File: config.mk
export PLATFORM = sky130hd
export DESIGN_NAME = pair_grid_sequencer_flat
export DESIGN_NICKNAME = d
export VERILOG_FILES = /design/src/rtl/pair_grid_pkg.sv /design/src/rtl/pair_grid_if.sv /design/src/rtl/pair_grid_sequencer_cell.sv /design/src/rtl/pair_grid_sequencer.sv /design/src/flat_wrapper.sv
export SDC_FILE = /design/constraint.sdc
export NUM_CORES = 1
export LEC_CHECK = 0
export ABC_AREA = 0
export CORE_MARGIN = 2
export CORE_UTILIZATION = 60
export CTS_BUF_LIST = sky130_fd_sc_hd__clkbuf_4 sky130_fd_sc_hd__clkbuf_8
export DETAILED_ROUTE_END_ITERATION = 6
export GPL_ROUTABILITY_DRIVEN = 1
export PLACE_DENSITY = 0.88
export SLEW_MARGIN = 20
export SYNTH_ARGS = -nofsm -noshare
export SYNTH_HDL_FRONTEND = slang
export SYNTH_SLANG_ARGS = --single-unit
File: constraint.sdc
create_clock -name clk -period 3.3 [get_ports clk]
set_input_delay 0.66 -clock clk [delete_from_list [all_inputs] [get_ports clk]]
set_output_delay 0.66 -clock clk [all_outputs]
set_load 0.03 [all_outputs]
File: src/rtl/pair_grid_pkg.sv
// -----------------------------------------------------------------------------
// pair_grid_pkg
// Shared types and constants for the sequenced 12-input AND/NOR pair-grid
// evaluator: FSM state encoding, grid dimensions, group boundaries in pair-index
// space and the pair-index to (row, column) decode.
// -----------------------------------------------------------------------------
package pair_grid_pkg;

  typedef enum logic [1:0] {
    IDLE   = 2'd0,
    EVAL   = 2'd1,
    RESULT = 2'd2
  } state_e;

  localparam int NUM_ROWS = 3;
  localparam int NUM_COLS = 3;

  // Last pair index belonging to each group (groups are contiguous in k).
  localparam logic [3:0] G16_END = 4'd1;
  localparam logic [3:0] G17_END = 4'd3;
  localparam logic [3:0] G18_END = 4'd5;
  localparam logic [3:0] G19_END = 4'd8;

  // G17 is complete after this index, which is when early exit can decide.
  localparam logic [3:0] EARLY_IDX = G17_END;

  typedef struct packed {
    logic [1:0] row;
    logic [1:0] col;
  } pair_rc_t;

  // k = NUM_COLS*row + col, tabulated to avoid a divider.
  function automatic pair_rc_t idx_to_rc(input logic [3:0] idx);
    pair_rc_t rc;
    case (idx)
      4'd0:    rc = '{row: 2'd0, col: 2'd0};
      4'd1:    rc = '{row: 2'd0, col: 2'd1};
      4'd2:    rc = '{row: 2'd0, col: 2'd2};
      4'd3:    rc = '{row: 2'd1, col: 2'd0};
      4'd4:    rc = '{row: 2'd1, col: 2'd1};
      4'd5:    rc = '{row: 2'd1, col: 2'd2};
      4'd6:    rc = '{row: 2'd2, col: 2'd0};
      4'd7:    rc = '{row: 2'd2, col: 2'd1};
      4'd8:    rc = '{row: 2'd2, col: 2'd2};
      default: rc = '{row: 2'd0, col: 2'd0};
    endcase
    return rc;
  endfunction

endpackage

File: src/rtl/pair_grid_if.sv
// -----------------------------------------------------------------------------
// pair_grid_if
// Operand/result handshake bundle for pair_grid_sequencer.
//   in_valid/in_ready/in_vec    : operand vector, source -> block
//   out_valid/out_ready/out_o   : result bit, block -> sink
//   out_early                   : result came from the early-exit path
//   busy                        : evaluation in progress
// master = operand source / result sink side, slave = the evaluator.
// -----------------------------------------------------------------------------
interface pair_grid_if;
  logic        in_valid;
  logic        in_ready;
  logic [11:0] in_vec;
  logic        out_valid;
  logic        out_ready;
  logic        out_o;
  logic        out_early;
  logic        busy;

  modport master (
    output in_valid, in_vec, out_ready,
    input  in_ready, out_valid, out_o, out_early, busy
  );

  modport slave (
    input  in_valid, in_vec, out_ready,
    output in_ready, out_valid, out_o, out_early, busy
  );
endinterface

File: src/rtl/pair_grid_sequencer_cell.sv
// -----------------------------------------------------------------------------
// pair_nor_cell
// Shared AND-AND-NOR cell: o_p = ~((i_x0 & i_x1) | (i_y0 & i_y1)).
//   i_x0/i_x1 : operand pair forming the row product
//   i_y0/i_y1 : operand pair forming the column product
//   o_p       : pair term
// -----------------------------------------------------------------------------
module pair_nor_cell (
  input  logic i_x0,
  input  logic i_x1,
  input  logic i_y0,
  input  logic i_y1,
  output logic o_p
);

  assign o_p = ~((i_x0 & i_x1) | (i_y0 & i_y1));

endmodule

File: src/rtl/pair_grid_sequencer.sv
// -----------------------------------------------------------------------------
// pair_grid_sequencer
// Serial evaluator of the 12-input pair-grid function
//   out = ~(G17 & G19) | (G16 & G18), with P[3r+c] = ~(R[r] | C[c]).
// One pair_nor_cell is stepped over the nine pairs, one per cycle, and each
// pair term is ORed into its group accumulator.
// Ports:
//   clk   : clock
//   rst_n : synchronous active-low reset
//   bus   : pair_grid_if.slave (operand in, result out, busy)
// -----------------------------------------------------------------------------
module pair_grid_sequencer
  import pair_grid_pkg::*;
#(
  parameter int EARLY_EXIT = 0,
  parameter int NUM_PAIRS  = 9
) (
  input  logic           clk,
  input  logic           rst_n,
  pair_grid_if.slave     bus
);

  if (NUM_PAIRS != 9) begin : g_num_pairs_check
    $error("pair_grid_sequencer: NUM_PAIRS must be 9");
  end

  state_e      r_state;
  logic [11:0] r_vec;
  logic [3:0]  r_idx;
  logic        r_g16, r_g17, r_g18, r_g19;
  logic        r_in_ready, r_out_valid, r_out_o, r_out_early, r_busy;

  pair_rc_t    w_rc;
  logic        w_x0, w_x1, w_y0, w_y1, w_p;
  logic        w_g16_nxt, w_g17_nxt, w_g18_nxt, w_g19_nxt;
  logic        w_res, w_early_hit;

  assign w_rc = idx_to_rc(r_idx);

  // Route the current pair's row and column operands onto the shared cell.
  always_comb begin
    w_x0 = 1'b0;
    w_x1 = 1'b0;
    w_y0 = 1'b0;
    w_y1 = 1'b0;
    case (w_rc.row)
      2'd0:    begin w_x0 = r_vec[11]; w_x1 = r_vec[10]; end
      2'd1:    begin w_x0 = r_vec[9];  w_x1 = r_vec[8];  end
      2'd2:    begin w_x0 = r_vec[7];  w_x1 = r_vec[6];  end
      default: begin w_x0 = 1'b0;      w_x1 = 1'b0;      end
    endcase
    case (w_rc.col)
      2'd0:    begin w_y0 = r_vec[5]; w_y1 = r_vec[4]; end
      2'd1:    begin w_y0 = r_vec[3]; w_y1 = r_vec[2]; end
      2'd2:    begin w_y0 = r_vec[1]; w_y1 = r_vec[0]; end
      default: begin w_y0 = 1'b0;     w_y1 = 1'b0;     end
    endcase
  end

  pair_nor_cell u_cell (
    .i_x0 (w_x0),
    .i_x1 (w_x1),
    .i_y0 (w_y0),
    .i_y1 (w_y1),
    .o_p  (w_p)
  );

  // Accumulator values after ORing in this cycle's pair term.
  always_comb begin
    w_g16_nxt = r_g16;
    w_g17_nxt = r_g17;
    w_g18_nxt = r_g18;
    w_g19_nxt = r_g19;
    if (r_idx <= G16_END) begin
      w_g16_nxt = r_g16 | w_p;
    end else if (r_idx <= G17_END) begin
      w_g17_nxt = r_g17 | w_p;
    end else if (r_idx <= G18_END) begin
      w_g18_nxt = r_g18 | w_p;
    end else begin
      w_g19_nxt = r_g19 | w_p;
    end
  end

  // Result uses the updated groups so the last pair is included on the exit cycle.
  assign w_res       = ~(w_g17_nxt & w_g19_nxt) | (w_g16_nxt & w_g18_nxt);
  // G17 = 0 makes ~(G17 & G19) = 1, so the result is 1 whatever remains.
  assign w_early_hit = (EARLY_EXIT != 0) && (r_idx == EARLY_IDX) && !w_g17_nxt;

  // Control FSM, operand/accumulator registers and registered outputs.
  always_ff @(posedge clk) begin
    if (!rst_n) begin
      r_state     <= IDLE;
      r_vec       <= 12'h000;
      r_idx       <= 4'd0;
      r_g16       <= 1'b0;
      r_g17       <= 1'b0;
      r_g18       <= 1'b0;
      r_g19       <= 1'b0;
      r_in_ready  <= 1'b1;
      r_out_valid <= 1'b0;
      r_out_o     <= 1'b0;
      r_out_early <= 1'b0;
      r_busy      <= 1'b0;
    end else begin
      case (r_state)
        IDLE: begin
          if (bus.in_valid && r_in_ready) begin
            r_vec      <= bus.in_vec;
            r_idx      <= 4'd0;
            r_g16      <= 1'b0;
            r_g17      <= 1'b0;
            r_g18      <= 1'b0;
            r_g19      <= 1'b0;
            r_in_ready <= 1'b0;
            r_busy     <= 1'b1;
            r_state    <= EVAL;
          end
        end
        EVAL: begin
          r_g16 <= w_g16_nxt;
          r_g17 <= w_g17_nxt;
          r_g18 <= w_g18_nxt;
          r_g19 <= w_g19_nxt;
          if (w_early_hit) begin
            r_out_o     <= 1'b1;
            r_out_early <= 1'b1;
            r_out_valid <= 1'b1;
            r_busy      <= 1'b0;
            r_state     <= RESULT;
          end else if (r_idx == 4'(NUM_PAIRS - 1)) begin
            r_out_o     <= w_res;
            r_out_early <= 1'b0;
            r_out_valid <= 1'b1;
            r_busy      <= 1'b0;
            r_state     <= RESULT;
          end else begin
            r_idx <= r_idx + 4'd1;
          end
        end
        RESULT: begin
          if (bus.out_ready) begin
            r_out_valid <= 1'b0;
            r_in_ready  <= 1'b1;
            r_state     <= IDLE;
          end
        end
        default: begin
          r_out_valid <= 1'b0;
          r_busy      <= 1'b0;
          r_in_ready  <= 1'b1;
          r_state     <= IDLE;
        end
      endcase
    end
  end

  assign bus.in_ready  = r_in_ready;
  assign bus.out_valid = r_out_valid;
  assign bus.out_o     = r_out_o;
  assign bus.out_early = r_out_early;
  assign bus.busy      = r_busy;

endmodule

File: src/flat_wrapper.sv
// flat-port wrapper written by rule: the top's interface ports become plain ports
module pair_grid_sequencer_flat import pair_grid_pkg::*;
#(
  parameter int EARLY_EXIT = 0,
  parameter int NUM_PAIRS  = 9
)
  (clk, rst_n, bus_in_valid, bus_in_vec, bus_out_ready, bus_in_ready, bus_out_valid, bus_out_o, bus_out_early, bus_busy);
  pair_grid_if bus_i ();
  input  logic clk;
  input  logic rst_n;
  input wire logic [$bits(bus_i.in_valid)-1:0] bus_in_valid;
  input wire logic [$bits(bus_i.in_vec)-1:0] bus_in_vec;
  input wire logic [$bits(bus_i.out_ready)-1:0] bus_out_ready;
  output wire logic [$bits(bus_i.in_ready)-1:0] bus_in_ready;
  output wire logic [$bits(bus_i.out_valid)-1:0] bus_out_valid;
  output wire logic [$bits(bus_i.out_o)-1:0] bus_out_o;
  output wire logic [$bits(bus_i.out_early)-1:0] bus_out_early;
  output wire logic [$bits(bus_i.busy)-1:0] bus_busy;
  assign bus_i.in_valid = bus_in_valid;
  assign bus_i.in_vec = bus_in_vec;
  assign bus_i.out_ready = bus_out_ready;
  assign bus_in_ready = bus_i.in_ready;
  assign bus_out_valid = bus_i.out_valid;
  assign bus_out_o = bus_i.out_o;
  assign bus_out_early = bus_i.out_early;
  assign bus_busy = bus_i.busy;
  pair_grid_sequencer #(.EARLY_EXIT(EARLY_EXIT), .NUM_PAIRS(NUM_PAIRS)) u_core (.clk(clk), .rst_n(rst_n), .bus(bus_i));
endmodule
# [Word-level counts from Yosys, hierarchy flattened]
# Memories as Yosys holds them, arrays and structs flattened. A register that Yosys moved wholly into a read port is not among the register bits.
# Index checks and enable logic that the tools add are counted.
[op_classes] order_cmp=3 bitwise_logic=15 eq_ne=11 reduce_logical=13 n_mux=35 n_addsub=1
[ops] cell="$pmux 1 s3" n=7
[ops] cell="$mux 4" n=4
[ops] cell="$mux 1" n=15
[ops] cell="$reduce_and 3->1" n=5
[ops] cell="$pmux 1 s2" n=4
[ops] cell="$pmux 4 s2" n=1
[ops] cell="$eq 2x1->1 const B" n=3
[ops] cell="$eq 2x2->1 const B" n=3
[ops] cell="$logic_not 2->1" n=3
[ops] cell="$mux 2" n=3
[ops] cell="$or 1x1->1" n=6
[ops] cell="$pmux 2 s3" n=1
[ops] cell="$reduce_and 2->1" n=3
[ops] cell="$not 1->1" n=5
[ops] cell="$add 4x1->4 const B" n=1
[ops] cell="$and 1x1->1" n=4
[ops] cell="$eq 4x4->1 const B" n=1
[ops] cell="$le 4x1->1 const B" n=1
[ops] cell="$le 4x2->1 const B" n=1
[ops] cell="$le 4x3->1 const B" n=1
[ops] cell="$ne 2x1->1 const B" n=2
[ops] cell="$ne 2x2->1 const B" n=2
[ops] cell="$reduce_bool 2->1" n=1
[ops] cell="$logic_and 1x1->1" n=1
[totals] mem_count=1 ff_bits=26 out_inout_bits=5 mem_bits_ro=64 inputBits=16 word_cells=90
[mem_list] memory="(no name shown)" words=16 word_bits=4 read_ports=1 rd_clocked_by_memory_dff=1 write_ports=0 line_no="pair_grid_pkg.sv:35" text="case (idx)"

# [Depth between registers and ports, before layout]
# Gate-level depths: netlist of the first run.
[depth] ltp_word=12 depth_mapped=11 mapped_depth_nobuf=11

# [Hierarchy]
# A second synthesis of the first run with hierarchy kept.
[unflattened] cells_unflattened=175 area_unflattened_um2=1500.2
[modules_own_cells] module="pair_grid_sequencer" cells_each=174 instances=1 seq_area_each_um2=600.6 area_per_inst_um2=1487.7
[modules_own_cells] module="pair_nor_cell" cells_each=1 instances=1 seq_area_each_um2=0.0 area_per_inst_um2=12.5

# [Worst setup path after synthesis of the first run]
# No wires, ideal clock.
[synth_timing] path_type="input to register" from="input bus_in_valid" to="register, netlist name u_core.w_rc[3]" stages=9 slack_ns=1.321 setup_time_ns=0.114 arrival_ns=1.865 required_ns=3.186 n_path_buf=0 cell_sequence="and4bb_2 > a21oi_1 > nand2_1 > o21ai_0 > nand2_1 > ha_1 > o311ai_0 > nor3_1 > a21o_1"
[synth_via] elab_chain_len=5
[synth_rtl] element="start: declaration" line_no="flat_wrapper.sv:11" text="input wire logic [$bits(bus_i.in_valid)-1:0] bus_in_valid;"
[synth_rtl] element="$logic_and 1x1->1" line_no="pair_grid_sequencer.sv:108" text="if (bus.in_valid && r_in_ready) begin"
[synth_rtl] element="$ne 2x1->1 (no line)"
[synth_rtl] element="$reduce_and 3->1 (no line)"
[synth_rtl] element="$mux 4 (no line) (2 in a row)"
# No other way between the ends.
# A chain may end at the register's enable or synchronous reset.

# [Final worst setup path of the first run]
[layout_timing] from="input bus_in_valid" to="register, netlist name u_core.w_rc[3]"
[layout_via] elab_chain_len=5
[layout_rtl] element="$logic_and 1x1->1" line_no="pair_grid_sequencer.sv:108"
[layout_rtl] element="$ne 2x1->1 (no line)"
[layout_rtl] element="$reduce_and 3->1 (no line)"
[layout_rtl] element="$mux 4 (no line) (2 in a row)"
# No other way between the ends.

==> results of run 1 <==
[power by group through the flow]
stage / registers [uW] / clock network [uW] / logic [uW]
final: 395 / 211 / 113
after floorplan: 403 / 0 / 74.0
after CTS: 395 / 217 / 113
after global placement: 402 / 0 / 108
after global routing: 398 / 232 / 126
after detailed placement: 404 / 0 / 113
[metrics by stage]
stage	hold WS, ns	std cells	utilization, %
floorplan	0.4346	179	-
global placement	0.4438	219	69.63
detailed placement	0.4612	219	69.63
CTS	0.4734	225	71.75
global route	0.4947	225	71.75
finish	0.4686	225	71.75
[cells by family after synthesis]
group | share of synthesized area [%]
buffers and inverters | 4.541
XOR/XNOR | 0.5888
adder cells (fa/ha/maj) | 6.729
flip-flops | 40.37
multiplexers | 2.691
AND/OR/NAND/NOR | 24.31
AO/OA/AOI/OAI | 20.52
other | 0.2521
[routing by layer]
metal	global-route usage, %	vias to the layer above	routed length [um]
met2	37.80	29	1419
met1	30.10	561	1410
li1	-	638	-
met4	11.11	0	42
met5	0	-	0
met3	7.778	4	117
[worst paths after layout]
path	from	depth (start not counted)	endpoint	slack (ns)
max	bus_in_valid	10	u_core.w_rc[3]$_DFF_P_	0.82
min	u_core.r_vec[8]$_SDFFE_PN0P_	2	u_core.r_vec[8]$_SDFFE_PN0P_	0.47
max reg2reg	u_core.r_state[0]$_SDFFE_PN0P_	8	u_core.w_rc[3]$_DFF_P_	1.04
min reg2reg	u_core.r_vec[8]$_SDFFE_PN0P_	2	u_core.r_vec[8]$_SDFFE_PN0P_	0.47
[critical path: cells and delay by family]
kind,cells,cell delay (ns)
simple gates,5,0.99
compound gates,3,0.41
buf+inv,1,0.52
fa+ha+maj,1,0.17
[final cells by class]
| cell class | count | area, um2 | share of cell area, % |
|---|---|---|---|
| flip-flops and latches | 30 | 600.6 | 34.73 |
| repair buffers | 21 | 205.2 | 11.87 |
| multi-input cells | 134 | 819.5 | 47.40 |
| well taps | 30 | 37.54 | 2.171 |
| clock buffers | 6 | 51.30 | 2.967 |
| inverters | 4 | 15.01 | 0.8683 |
[layout by cell type (no fill, tap or decap), types with 2 or more instances in the layout]
| master | instances |
|---|---|
| a21boi_0 | 12 |
| a21o_1 | 3 |
| a21oi_1 | 10 |
| and2_1 | 6 |
| buf_4 | 2 |
| clkbuf_4 | 5 |
| clkdlybuf4s50_1 | 19 |
| dfxtp_1 | 30 |
| ha_1 | 8 |
| inv_1 | 4 |
| mux2i_1 | 4 |
| nand2_1 | 43 |
| nand2b_1 | 2 |
| nand3_1 | 2 |
| nand3b_1 | 2 |
| nand4_1 | 2 |
| nor2_1 | 5 |
| nor2b_1 | 5 |
| nor3_1 | 2 |
| o21ai_0 | 9 |
| or4_1 | 2 |
[flip-flops by register name (all words and copies together) (netlist names)]
register / flops
u_core.r_g18: 1
u_core.r_g16: 1
u_core.r_vec: 12
u_core.r_g17: 1
u_core.bus.out_o: 1
u_core.r_state: 2
u_core.w_rc: 4
u_core.r_g19: 1
u_core.bus.out_valid: 1
u_core.r_idx: 4
u_core.bus.in_ready: 1
u_core.bus.busy: 1
==> flow_metrics.env, run 1 <==
export IMPL_status="complete, no violations"
export IMPL_synthTopCellsByArea="dfxtp_1 (40%), nand2_1 (11%), ha_1 (6.7%)"
export IMPL_syn_cell_area_mm2=0.001488
export IMPL_drt_initial_drc_count=25
export IMPL_clock_root_buffer="clkbuf_4"
export IMPL_hold_buffers=0
export IMPL_final_layout_size_suffix_gt1_share_pct=6.154
export IMPL_slew_violations=0
export IMPL_ios=21
export IMPL_power_frac_comb_pct=15.7
export IMPL_post_route_drc_count=0
export IMPL_synth_distinct_cells=40
export IMPL_power_density_mw_per_mm2=415.8
export IMPL_diodes=0
export IMPL_relSlewSlack_pct=63.61
export IMPL_start_kind="input pin"
export IMPL_ys_async_sr_fraction_pct=0
export IMPL_leakage_uw=0.0006638
export IMPL_yosys_register_bits=30
export IMPL_period_share_pct=75.02
export IMPL_yosysSeqAreaShare_pct=40.37
export IMPL_grt_pass1_wl_um=4836
export IMPL_finalCriticalPeriod_ns=2.476
export IMPL_place_area_mm2=0.001678
export IMPL_port_buffer_count=19
export IMPL_grt_max_degree=23
export IMPL_cap_violations=0
export IMPL_chipHeight_um=53.80
export IMPL_drt_total_wl_um=2989
export IMPL_critPathMaxStageDelay_ns=0.52
export IMPL_power_switching_uw=189.9
export IMPL_cts_htree_levels=2
export IMPL_tritoncts="yes"
export IMPL_path_max_fanout=15
export IMPL_fin_ws_ns=0.8243
export IMPL_die_w_um=53.80
export IMPL_setup_violations=0
export IMPL_grt_pass1_vias=1071
export IMPL_crit_arrival_ns=2.76
export IMPL_synth_warnings=0
export IMPL_dp_slack_ns=0.5137
export IMPL_endpoint_kind="flip-flop"
export IMPL_dieArea_mm2=0.002894
export IMPL_path_cells="clkdlybuf4s50_1, and4bb_2, a21oi_1, nand2_1, nand2_1, nand2_1, ha_1, o311ai_0, nor3_1, a21o_1"
export IMPL_cts_resized=0
export IMPL_netSwitchingFraction_pct=26.41
export IMPL_antenna_found_initial=0
export IMPL_fin_nets=220
export IMPL_p_seq_share_pct=55.0
export IMPL_numClockSinks=30
export IMPL_route_vias_total=1232
export IMPL_wl_per_cell_um=13.28
export IMPL_synth_edf_count=0
export IMPL_tns_ns=0
export IMPL_p_int_uw=529.2
export IMPL_synthCells=179
export IMPL_yosysMostFrequentCell="nand2_1"
export IMPL_postCtsSetupBuffers=0
export IMPL_synth_common_cells="nand2_1 (43), dfxtp_1 (30), a21boi_0 (12), a21oi_1 (10), o21ai_0 (9)"
export IMPL_hold_path_class="reg -> reg"
export IMPL_p_total_uw=719.0
export IMPL_synth_top_area_share_pct=40.37
export IMPL_rsz0062_at_grt="no"
export IMPL_worstSkewPairLatency_ns=0.33
export IMPL_drt_first_pass_iters=4
export IMPL_postSynthAreaPerCell_um2=8.311
export IMPL_irDropWorstVdd_uv=382.2
export IMPL_clkPwrFrac_pct=29.3
export IMPL_initial_utilization_pct=61.73
export IMPL_gp_congestion=0.9401
export IMPL_finalClockSkew_ns=0.007520
export IMPL_track_usage_pct=24.18
export IMPL_num_rows=18
export IMPL_stdcell_area_mm2=0.001729
export IMPL_clockBufferDepth=2
export IMPL_synthesis_nets=203
export IMPL_core_area_mm2=0.002410
export IMPL_finalHoldViolCount=0
export IMPL_num_fill_cells=182
export IMPL_yosysTopAreaCell="dfxtp_1"
export IMPL_grt_overflow=0
export IMPL_slowest_stage="clkdlybuf4s50_1"
export IMPL_ys_flop_type="dfxtp_1"
export IMPL_max_clock_freq_mhz=403.9
export IMPL_crit_top_cell="nand2_1"
export IMPL_avgViaCountPerCell=5.476
export IMPL_ant_nets=0
export IMPL_path_class="in -> reg"
export IMPL_path_clk_slew_ns=0.09
export IMPL_dp_hpwl_um=2247
export IMPL_max_slew_worst_pin_slew_ns=0.5390
export IMPL_cts_buffers=5
export IMPL_areaGrowthSynthToFinish_pct=16.23
export IMPL_required_ns=3.58
No activity file was read; power rests on OpenSTA's default activity.
==> run 2, diff against run 1 <==
- CORE_UTILIZATION: 60 -> 50
- PLACE_DENSITY: 0.88 -> 0.78
- clock period: 3.3 -> 2.1 ns (I/O delays scaled with it)
==> flow_metrics.env, run 2 (synthesis results as in run 1) <==
export IMPL_num_fill_cells=234
export IMPL_hp_start="u_core.r_vec[8]$_SDFFE_PN0P_"
export IMPL_fin_ws_ns=0.1226
export IMPL_mostFrequentLayoutCells="nand2_1 (43), dfxtp_1 (30), clkdlybuf4s50_1 (19), a21boi_0 (12), buf_4 (10)"
export IMPL_wl_per_cell_um=12.59
export IMPL_tritoncts="yes"
export IMPL_gp_congestion=0.9895
export IMPL_endpoint_kind="flip-flop"
export IMPL_ant_nets=0
export IMPL_dieArea_mm2=0.003428
export IMPL_finalHoldViolCount=0
export IMPL_drt_total_wl_um=2972
export IMPL_largest_reg_flops=12
export IMPL_slowest_stage="dfxtp_1"
export IMPL_worstSkewPairLatency_ns=0.33
export IMPL_mostFrequentLayoutCell="nand2_1"
export IMPL_initial_utilization_pct=53.49
export IMPL_grt_util_met3_pct=5.275
export IMPL_finalClockSkew_ns=0.007778
export IMPL_grt_overflow=0
export IMPL_use_met2_pct=29.70
export IMPL_cap_violations=0
export IMPL_crit_top_cell="nand2_1"
export IMPL_core_area_mm2=0.002781
export IMPL_path_cells="inv_1, ha_2, nand3b_1, a21oi_2, nand2_1, nand2_1, nand2_1, ha_1, o311ai_1, nor3_1, a21o_1"
export IMPL_fin_nets=228
export IMPL_setup_violations=0
export IMPL_status="complete, no violations"
export IMPL_leakage_uw=0.0007129
export IMPL_hold_path_class="reg -> reg"
export IMPL_antenna_found_initial=0
export IMPL_clock_root_buffer="clkbuf_4"
export IMPL_chipHeight_um=58.55
export IMPL_num_rows=19
export IMPL_slew_violations=0
export IMPL_required_ns=2.34
export IMPL_path_clk_slew_ns=0.10
export IMPL_period_share_pct=94.16
export IMPL_r2r_start="u_core.r_idx[1]$_SDFFE_PN0N_"
export IMPL_grt_max_degree=21
export IMPL_route_vias_total=1272
export IMPL_seq_area_um2=600.6
export IMPL_irDropWorstVdd_uv=534.4
export IMPL_areaGrowthSynthToFinish_pct=22.37
export IMPL_port_buffer_count=19
export IMPL_post_route_drc_count=0
export IMPL_track_usage_pct=19.63
export IMPL_cts_buffers=5
export IMPL_path_class="reg -> reg"
export IMPL_finalCriticalPeriod_ns=1.977
export IMPL_grt_pass1_vias=1141
export IMPL_grt_use_met1_pct=25.31
export IMPL_final_core_util_pct=65.45
export IMPL_power_density_mw_per_mm2=649.5
export IMPL_path_max_fanout=3
export IMPL_numClockSinks=30
export IMPL_diodes=0
export IMPL_avgViaCountPerCell=5.390
export IMPL_grt_pass1_wl_um=5002
export IMPL_cts_htree_levels=2
export IMPL_multi_input_area_um2=837.1
export IMPL_critPathMaxStageDelay_ns=0.33
export IMPL_drt_first_pass_iters=5
export IMPL_max_clock_freq_mhz=505.7
export IMPL_top_usage_layer="met2"
export IMPL_clockBufferDepth=2
export IMPL_crit_arrival_ns=2.21
export IMPL_final_layout_size_suffix_gt1_share_pct=12.68
export IMPL_die_w_um=58.55
export IMPL_drt_initial_drc_count=52
export IMPL_cp_startpoint="u_core.r_idx[1]$_SDFFE_PN0N_"
export IMPL_tns_ns=0
export IMPL_dp_hpwl_um=2217
export IMPL_dp_slack_ns=-0.3041
export IMPL_start_kind="flip-flop"
export IMPL_largest_register="u_core.r_vec"
export IMPL_p_total_uw=1182
export IMPL_ios=21
## run 2: routing by layer
| layer | share of wire (%) | vias to the layer above |
|---|---|---|
| li1 | - | 657 |
| met1 | 48 | 583 |
| met2 | 46 | 25 |
| met3 | 3.6 | 7 |
| met4 | 2.1 | 0 |
| met5 | 0 | - |
## run 2: final cells by class
class / instances / share of cell area (%)
clock buffer: 6 / 2.818
clock inverter: 2 / 0.6873
inverter: 4 / 0.8247
multi-input combinational: 134 / 45.98
sequential: 30 / 32.99
tap: 31 / 2.131
timing repair buffer: 29 / 14.57
## run 2: metrics by stage
stage | hold WS [ns] | instances | instance area [um2]
2_1_floorplan | 0.4346 | 179 | 1488
3_3_place_gp | 0.4439 | 227 | 1732
3_5_place_dp | 0.4565 | 227 | 1732
4_1_cts | 0.4702 | 235 | 1795
5_1_grt | 0.5030 | 236 | 1821
6_report | 0.4665 | 236 | 1821
## run 2: what timing repair did
item	CTS	global route
setup endpoints to repair	0	4
hold buffers	0	0
buffers inserted	0	1
hold endpoints to repair	0	0
resized for setup	0	7
## run 2: worst max-delay path, delay by kind of cell, from the launching register on
kind	cells	cell delay (ns)
compound gates	3	0.49
flops	1	0.33
buf+inv	1	0.10
fa+ha+maj	2	0.43
simple gates	5	0.56
## run 2: worst paths after layout
check	end	slack (ns)	cells after the start
worst max-delay path	u_core.w_rc[3]$_DFF_P_	0.12	11
worst min register to register	u_core.r_vec[8]$_SDFFE_PN0P_	0.47	2
worst max register to register	u_core.w_rc[3]$_DFF_P_	0.12	11
worst min-delay path	u_core.r_vec[8]$_SDFFE_PN0P_	0.47	2
## run 2: power by group
group	switching (uW)	leakage (uW)	total, uW	internal, uW
Clock	204	0.0000343	365	161
Sequential	20.2	0.000244	617	597
Combinational	102	0.000434	200	97.9
